`src/rtl/bus_frame_pkg.sv`:
```
// Shared definitions for the serial bus frame: field widths, CRC-4 generator and FSM states.
// Used by both the receive and transmit paths.
package bus_frame_pkg;

  localparam int DATA_W = 64;
  localparam int ADDR_W = 4;
  localparam logic [3:0] CRC_POLY = 4'h3;
  localparam logic [ADDR_W-1:0] BROADCAST = 4'hF;
  localparam int CRC_W = 4;
  localparam int FRAME_BITS = 78;

  typedef enum logic [2:0] {
    IDLE,
    HDR,
    PAYLOAD,
    CRCF,
    STOP
  } frameState_t;

  // One serial CRC-4 step: shift left, fold in the generator when the feedback is set.
  function automatic logic [3:0] crc4Step(input logic [3:0] crc, input logic b,
                                          input logic [3:0] poly);
    logic fb;
    fb = crc[3] ^ b;
    return {crc[2:0], 1'b0} ^ (fb ? poly : 4'h0);
  endfunction

endpackage

```
`src/rtl/crc4_serial.sv`:
```
// Serial CRC-4 LFSR, one bit per enabled clock; result is registered, visible the cycle after the last bit.
// No backpressure: clear wins over enable.
module crc4_serial
  import bus_frame_pkg::*;
#(
  parameter logic [3:0] POLY = CRC_POLY
) (
  input  logic       clock,
  input  logic       reset,
  input  logic       clear,
  input  logic       enable,
  input  logic       serialBit,
  output logic [3:0] crc
);

  always_ff @(posedge clock) begin
    if (reset || clear) begin
      crc <= 4'h0;
    end else if (enable) begin
      crc <= crc4Step(crc, serialBit, POLY);
    end
  end

endmodule

```
`src/rtl/frame_receiver.sv`:
```
// Bus receiver: delineates 78-bit frames, checks CRC-4, filters on address; result pulses the cycle after the stop bit.
// No backpressure: the bus is sampled every clock and results are single-cycle strobes.
module frame_receiver #(
  parameter int DATA_W = bus_frame_pkg::DATA_W,
  parameter int ADDR_W = bus_frame_pkg::ADDR_W,
  parameter logic [3:0] CRC_POLY = bus_frame_pkg::CRC_POLY,
  parameter logic [ADDR_W-1:0] BROADCAST = bus_frame_pkg::BROADCAST
) (
  input  logic              clock,
  input  logic              reset,
  input  logic              main_bus,
  input  logic [ADDR_W-1:0] nodeAddress,
  output logic              isFree,
  output logic [DATA_W-1:0] DataOut,
  output logic [ADDR_W-1:0] senderAddress,
  output logic              data_valid,
  output logic              crc_error,
  output logic              frame_error
);

  import bus_frame_pkg::*;

  localparam int HDR_W = 2 * ADDR_W;

  frameState_t       state;
  logic [6:0]        bitCnt;
  logic [HDR_W-1:0]  hdrShift;
  logic [DATA_W-1:0] dataShift;
  logic [3:0]        rxCrc;
  logic [3:0]        calcCrc;
  logic              crcClear;
  logic              crcEnable;
  logic [ADDR_W-1:0] rxReceiver;
  logic [ADDR_W-1:0] rxSender;
  logic              addressed;

  // LFSR is held clear while idle so it starts from zero on the first header bit.
  assign crcClear  = (state == IDLE);
  assign crcEnable = (state == HDR) || (state == PAYLOAD);

  crc4_serial #(
    .POLY(CRC_POLY)
  ) u_crc (
    .clock    (clock),
    .reset    (reset),
    .clear    (crcClear),
    .enable   (crcEnable),
    .serialBit(main_bus),
    .crc      (calcCrc)
  );

  assign rxSender   = hdrShift[HDR_W-1:ADDR_W];
  assign rxReceiver = hdrShift[ADDR_W-1:0];
  assign addressed  = (rxReceiver == nodeAddress) || (rxReceiver == BROADCAST);

  always_ff @(posedge clock) begin
    if (reset) begin
      state         <= IDLE;
      bitCnt        <= 7'd0;
      hdrShift      <= '0;
      dataShift     <= '0;
      rxCrc         <= 4'h0;
      isFree        <= 1'b1;
      DataOut       <= '0;
      senderAddress <= '0;
      data_valid    <= 1'b0;
      crc_error     <= 1'b0;
      frame_error   <= 1'b0;
    end else begin
      data_valid  <= 1'b0;
      crc_error   <= 1'b0;
      frame_error <= 1'b0;
      case (state)
        IDLE: begin
          bitCnt <= 7'd0;
          if (!main_bus) begin
            state  <= HDR;
            isFree <= 1'b0;
          end
        end
        HDR: begin
          hdrShift <= {hdrShift[HDR_W-2:0], main_bus};
          if (bitCnt == 7'(HDR_W - 1)) begin
            state  <= PAYLOAD;
            bitCnt <= 7'd0;
          end else begin
            bitCnt <= bitCnt + 7'd1;
          end
        end
        PAYLOAD: begin
          dataShift <= {dataShift[DATA_W-2:0], main_bus};
          if (bitCnt == 7'(DATA_W - 1)) begin
            state  <= CRCF;
            bitCnt <= 7'd0;
          end else begin
            bitCnt <= bitCnt + 7'd1;
          end
        end
        CRCF: begin
          rxCrc <= {rxCrc[2:0], main_bus};
          if (bitCnt == 7'(CRC_W - 1)) begin
            state  <= STOP;
            bitCnt <= 7'd0;
          end else begin
            bitCnt <= bitCnt + 7'd1;
          end
        end
        STOP: begin
          state  <= IDLE;
          isFree <= 1'b1;
          // A bad stop bit outranks a CRC mismatch.
          if (addressed) begin
            if (!main_bus) begin
              frame_error <= 1'b1;
            end else if (rxCrc != calcCrc) begin
              crc_error <= 1'b1;
            end else begin
              DataOut       <= dataShift;
              senderAddress <= rxSender;
              data_valid    <= 1'b1;
            end
          end
        end
        default: begin
          state  <= IDLE;
          isFree <= 1'b1;
        end
      endcase
    end
  end

endmodule

```
`config.mk`:
```
export PLATFORM = sky130hd
export DESIGN_NAME = frame_receiver
export DESIGN_NICKNAME = d
export VERILOG_FILES = /design/src/rtl/bus_frame_pkg.sv /design/src/rtl/crc4_serial.sv /design/src/rtl/frame_receiver.sv
export SDC_FILE = /design/constraint.sdc
export NUM_CORES = 1
export LEC_CHECK = 0
export CORE_MARGIN = 5
export CORE_UTILIZATION = 45
export DETAILED_ROUTE_END_ITERATION = 7
export HOLD_SLACK_MARGIN = 0.06
export PLACE_DENSITY = 0.72
export SLEW_MARGIN = 10
export SYNTH_ARGS = -nofsm -noshare
export SYNTH_HDL_FRONTEND = slang
export SYNTH_SLANG_ARGS = --single-unit
```
`constraint.sdc`:
```
create_clock -name clock -period 5.44 [get_ports clock]
set_input_delay 0.816 -clock clock [delete_from_list [all_inputs] [get_ports clock]]
set_output_delay 0.816 -clock clock [all_outputs]
set_load 0.01 [all_outputs]
```
==> results.toml, run 1 <==
[status]
status = "finished clean"

[timing]
fmax_ghz = 0.370
rsz0062_at_grt = "false"
setup_viol = 0
maxSlewViolCount = 0
worst_pin_slew_ns = 1.01
setup_tns_ns = 0
finClkSkew_ns = 0.00574
maxSlewHeadroom_pct = 32.6
post-route-min-period_ns = 2.70
fin_ws_ns = 2.74
finalCritPeriodShare_pct = 49.7
final_hold_viol_count = 0

[layout]
final_util_pct = 55.2
drive_gt1_share_pct = 5.27
areaGrowthSynthToFinish_pct = 20.8
layout.nets = 793
antenna_cells = 0

[floorplanning]
die_w_um = 131
num_rows = 44
fp.dieH_um = 131
die_area_um2 = 17200
coreArea_um2 = 14400
ios = 79
start_util_pct = 45.7

[power_and_ir_drop]
switching_share_pct = 23.7
peakVddDrop_mv = 0.188
clkPwrFrac_pct = 43.9
p_int_uw = 1900
power.switching_uw = 588
seqPwrFrac_pct = 48.9
p_leak_uw = 0.00253
power_density_nw_per_um2 = 312
p_comb_share_pct = 7.2

[place]
dp_slack_ns = 2.28
place_congestion = 0.743
port_buffers = 78
hpwl_mm = 8.49

[global_routing]
grt.overflow.total = 0
grt_use_total_pct = 16.0
grt_pass1_vias = 4848
grt_max_degree = 127
antenna_found_initial = 0
grt_pass1_wl_mm = 22.3

[clocking]
cts_buffer_depth = 2
cts_htree_levels = 4
cts_tree = "done"
cts_hold_buf = 0
cts_sinks = 162
cts_buffers = 17
clk_latency_ns = 0.41
path_clk_slew_ns = 0.06
post_cts_resized = 0
cts_setup_buffers = 0
clockRootBuffer = "clkbuf_16"

[routing]
firstDrtPassIters = 4
routed_wl_mm = 13.0
antenna_left = 0
drt-wirelength-per-cell_um = 13.3
vias_per_cell = 5.00
vias = 4908
drc = 0
drt_iter0_drc = 288

[synthesis]
yosys_warnings = 0
synth_cell_types = 39
synth_most_common_cell = "dfxtp_1"
avgSynthCellArea_um2 = 8.97
yosysSeqAreaShare_pct = 49.2
syn_area_um2 = 6590
ys_ff_latch = 162
synth_edf_count = 0
yosysTopAreaCellShare_pct = 49.2
yosysTopAreaCell = "dfxtp_1"
async_reset_ff_share_pct = 0
yosys_most_used_dff = "dfxtp_1"
synth_cells = 735
synth_common_cells = "dfxtp_1 (162), nand2_1 (142), nand2b_1 (138), mux2i_1 (81), a21oi_1 (70)"
syn_nets = 743
synthTopCellsByArea = "dfxtp_1 (49%), nand2b_1 (13%), mux2i_1 (12%)"

[setup_path]
crit_fanout = 32
slowest_delay_ns = 0.56
cp-startpoint = "nodeAddress[0]"
start_kind = "primary input"
cp_num_buf_inv = 2
critPathTopFamily = "buffers and inverters"
crit_chain = "clkdlybuf4s50_1, xnor2_1, a41oi_1, nor4_4, buf_4, mux2i_1"
r2r_start = "state[1]"
endpoint_kind = "flop"
crit_arrival_ns = 3.03
crit_required_ns = 5.77
criticalPathCategory = "primary input to flop"
critPathSlowestCell = "buf_4"

[hold_path]
min-delay-start = "dataShift[63]"
hold_path.class = "flop to flop"

[job]
drv_cap = 0
==> power groups by stage <==
stage,clock [µW],sequential [µW],combinational (µW)
after floorplan,0,1230,149
after global placement,0,1240,175
after detailed placement,0,1240,180
after CTS,1130,1220,181
after global routing,1180,1220,197
final,1090,1220,180
==> path summary, 6_finish.rpt <==
kind	endpoint	slack [ns]	cells after the start
setup / recovery	DataOut[26]	2.74	6
hold / removal	dataShift[63]	0.46	2
setup reg to reg	DataOut[26]	3.13	4
hold reg to reg	dataShift[63]	0.46	2
==> cell usage in the layout (no fill, tap or decap), drive strengths merged, types with 7 or more instances in the layout <==
master	instances
dfxtp	162
nand2	142
nand2b	138
mux2i	81
clkdlybuf4s50	77
a21oi	70
nor2	23
clkbuf	19
clkinv	11
nand3	9
xnor2	8
nand4	7
buf	7
==> cell type report <==
type / instances / area [µm²]
sequential: 162 / 3240
timing repair buffer: 84 / 823
multi-input combinational: 517 / 3110
tap: 184 / 230
clock buffer: 19 / 453
clock inverter: 12 / 91.3
inverter: 3 / 11.3
fill: 1287 / 6460
==> state kept, by name, indices dropped and copies added, names as in the netlist <==
signal and count:
bitCnt 7, frame_error 1, dataShift 64, data_valid 1, isFree 1, DataOut 64, u_crc.crc 4, hdrShift 8
senderAddress 4, state 3, crc_error 1, rxCrc 4
==> metrics by stage <==
stage          hold WS [ns]  std cells  area, µm²  power [µW]
6_report              0.461        981       7960        2490
5_1_grt               0.489        981       7960        2590
4_1_cts               0.464        981       7960        2520
3_5_place_dp          0.456        950       7420        1420
3_3_place_gp          0.449        950       7420        1420
2_1_floorplan         0.437        735       6590        1380
==> routing by layer <==
layer | vias up | track usage [%] | wire [µm]
li1 | 2513 | - | -
met1 | 2306 | 18.8 | 5680
met5 | - | 0 | 0
met3 | 15 | 3.86 | 523
met4 | 0 | 6.65 | 231
met2 | 74 | 28.0 | 6580
==> cell families (layout without fill, tap and decap cells) <==
logic type,count (synthesis),after routing,synth area share (%)
and+or+nand+nor,335,335,25.7
DFF,162,162,49.2
AOI/OAI and AO/OA,89,89,7.40
muxes,81,81,12.3
buffers and inverters,56,118,3.80
xor gates and xnor gates,11,11,1.46
adders and majority gates,1,1,0.190
==> worst register-to-register path, cell delays in order (launching register included) <==
cell,delay (ns)
dfxtp_1,0.45
or2_1,0.40
nor4_4,0.51
buf_4,0.56
mux2i_1,0.32
Power figures use the tool's default switching activity.
==> inputs of run 2 (changes only) <==
==> constraint.sdc (replaced) <==
create_clock -name clock -period 2.6 [get_ports clock]
set_input_delay 0.39 -clock clock [delete_from_list [all_inputs] [get_ports clock]]
set_output_delay 0.39 -clock clock [all_outputs]
set_load 0.01 [all_outputs]
==> run 2 against run 1 <==
  * Sequential cell count unchanged
  * Clock power up 140%
  * Design area increased by 1.6%
  * Critical endpoint is now bitCnt[5]
  * Critical path type is now flop to flop
==> results.toml, run 2 (synthesis gave the netlist of run 1 again) <==
[status]
status = "finished clean"

[global_routing]
use_met3_pct = 3.90
grt_pass1_wl_mm = 21.6
top_usage_layer = "met2"
grt_use_total_pct = 15.7
antenna_found_initial = 0
gr-usage-met1_pct = 18.6
grt_pass1_vias = 4653
grt_max_degree = 84
grt.overflow.total = 0
grt_util_met2_pct = 26.6

[place]
dp_slack_ns = 0.225
placedCellCount = 954
hpwl_mm = 8.16
place_congestion = 0.750
port_buffers = 78

[setup_path]
crit_required_ns = 2.94
criticalPathCategory = "flop to flop"
critPathTopFamily = "compound AO/OA/AOI/OAI gates"
critPathSlowestCell = "a21boi_1"
crit_chain = "or2_1, a21boi_1, a32oi_1, a21oi_1"
endpoint_kind = "flop"
cp_num_buf_inv = 0
crit_fanout = 14
crit_arrival_ns = 2.41
start_kind = "flop"
slowest_delay_ns = 0.68

[layout]
multi_input_area_um2 = 3110
layout.nets = 797
top_regs = "DataOut x64, dataShift x64, hdrShift x8"
fill_cells = 1288
ff_latch_area_um2 = 3240
areaGrowthSynthToFinish_pct = 22.8
antenna_cells = 0
layout_common_cells = "dfxtp_1 (162), nand2_1 (142), nand2b_1 (138)"
stdcell_count = 985
drive_gt1_share_pct = 5.49
final_common_cell = "dfxtp_1"

[clocking]
cts_buffer_depth = 2
cts_setup_buffers = 0
post_cts_resized = 0
cts_buffers = 17
clk_latency_ns = 0.42
cts_htree_levels = 4
clockRootBuffer = "clkbuf_16"
path_clk_slew_ns = 0.06
cts_hold_buf = 0
cts_sinks = 162
cts_tree = "done"

[power_and_ir_drop]
p_int_uw = 4260
power_uw = 5520
power_density_nw_per_um2 = 681
power.switching_uw = 1260
p_comb_share_pct = 7.1
clkPwrFrac_pct = 46.8
switching_share_pct = 22.8
seqPwrFrac_pct = 46.1
p_leak_uw = 0.00259
peakVddDrop_mv = 0.454

[floorplanning]
die_w_um = 131
num_rows = 44
ios = 79
die_area_um2 = 17200
fp.dieH_um = 131
coreArea_um2 = 14400
start_util_pct = 45.7

[timing]
post-route-min-period_ns = 2.07
setup_tns_ns = 0
fin_ws_ns = 0.529
maxSlewViolCount = 0
rsz0062_at_grt = "false"
worst_pin_slew_ns = 0.868
fmax_ghz = 0.483
finClkSkew_ns = 0.00653
finalCritPeriodShare_pct = 79.7
setup_viol = 0
final_hold_viol_count = 0
maxSlewHeadroom_pct = 41.9

[routing]
vias = 4911
vias_per_cell = 4.99
firstDrtPassIters = 4
drt_iter0_drc = 277
drt-wirelength-per-cell_um = 13.1
routed_wl_mm = 12.9
drc = 0
antenna_left = 0

[job]
drv_cap = 0

[hold_path]
hold_path.class = "flop to flop"
==> run 2: changes by cell type in the layout (fill, tap and decap cells not counted) <==
cell / before / now
buf_12: 0 / 3
buf_4: 7 / 8
bufinv_16: 1 / 4
clkbuf_1: 0 / 2
clkbuf_8: 2 / 1
clkinv_2: 9 / 5
==> run 2: metrics by stage <==
| stage | util (%) | hold WS (ns) | cell area [µm²] |
|---|---|---|---|
| after detailed placement | 51.9 | 0.457 | 7490 |
| after CTS | 56.1 | 0.466 | 8100 |
| after floorplan | - | 0.437 | 6590 |
| final | 56.1 | 0.460 | 8100 |
| after global placement | 51.9 | 0.447 | 7490 |
| after global routing | 56.1 | 0.488 | 8100 |
==> run 2: area by class of cell <==
cell class                      count  share of cell area, %
Inverter                            3                  0.139
Clock buffer                       20                   5.52
Timing Repair Buffer               88                   11.0
Sequential cell                   162                   40.1
Clock inverter                     11                   1.99
Tap cell                          184                   2.84
Multi-Input combinational cell    517                   38.4
==> run 2: final timing paths <==
kind                 start       endpoint  slack [ns]  cells after the start
max               state[1]      bitCnt[5]        0.53                      4
min          dataShift[63]  dataShift[63]        0.46                      2
max reg2reg       state[1]      bitCnt[5]        0.53                      4
min reg2reg  dataShift[63]  dataShift[63]        0.46                      2
==> run 2: layer usage <==
metal	share of wire (%)	wire [µm]	vias to the layer above
li1	-	-	2517
met2	50	6460	81
met4	1.9	242	0
met5	0	0	-
met3	4.0	516	22
met1	44	5720	2291
==> run 2: power by group through the flow <==
stage / Clock (µW) / Combinational, µW / Sequential (µW)
3_3_place_gp: 0 / 384 / 2590
2_1_floorplan: 0 / 312 / 2580
5_1_grt: 2730 / 432 / 2540
4_1_cts: 2650 / 393 / 2540
3_5_place_dp: 0 / 392 / 2590
6_report: 2580 / 393 / 2540
==> run 2: worst min-delay path: stages, from the launching register on <==
cell,delay [ns]
dfxtp_1,0.31
nand2_1,0.05
a21oi_1,0.05
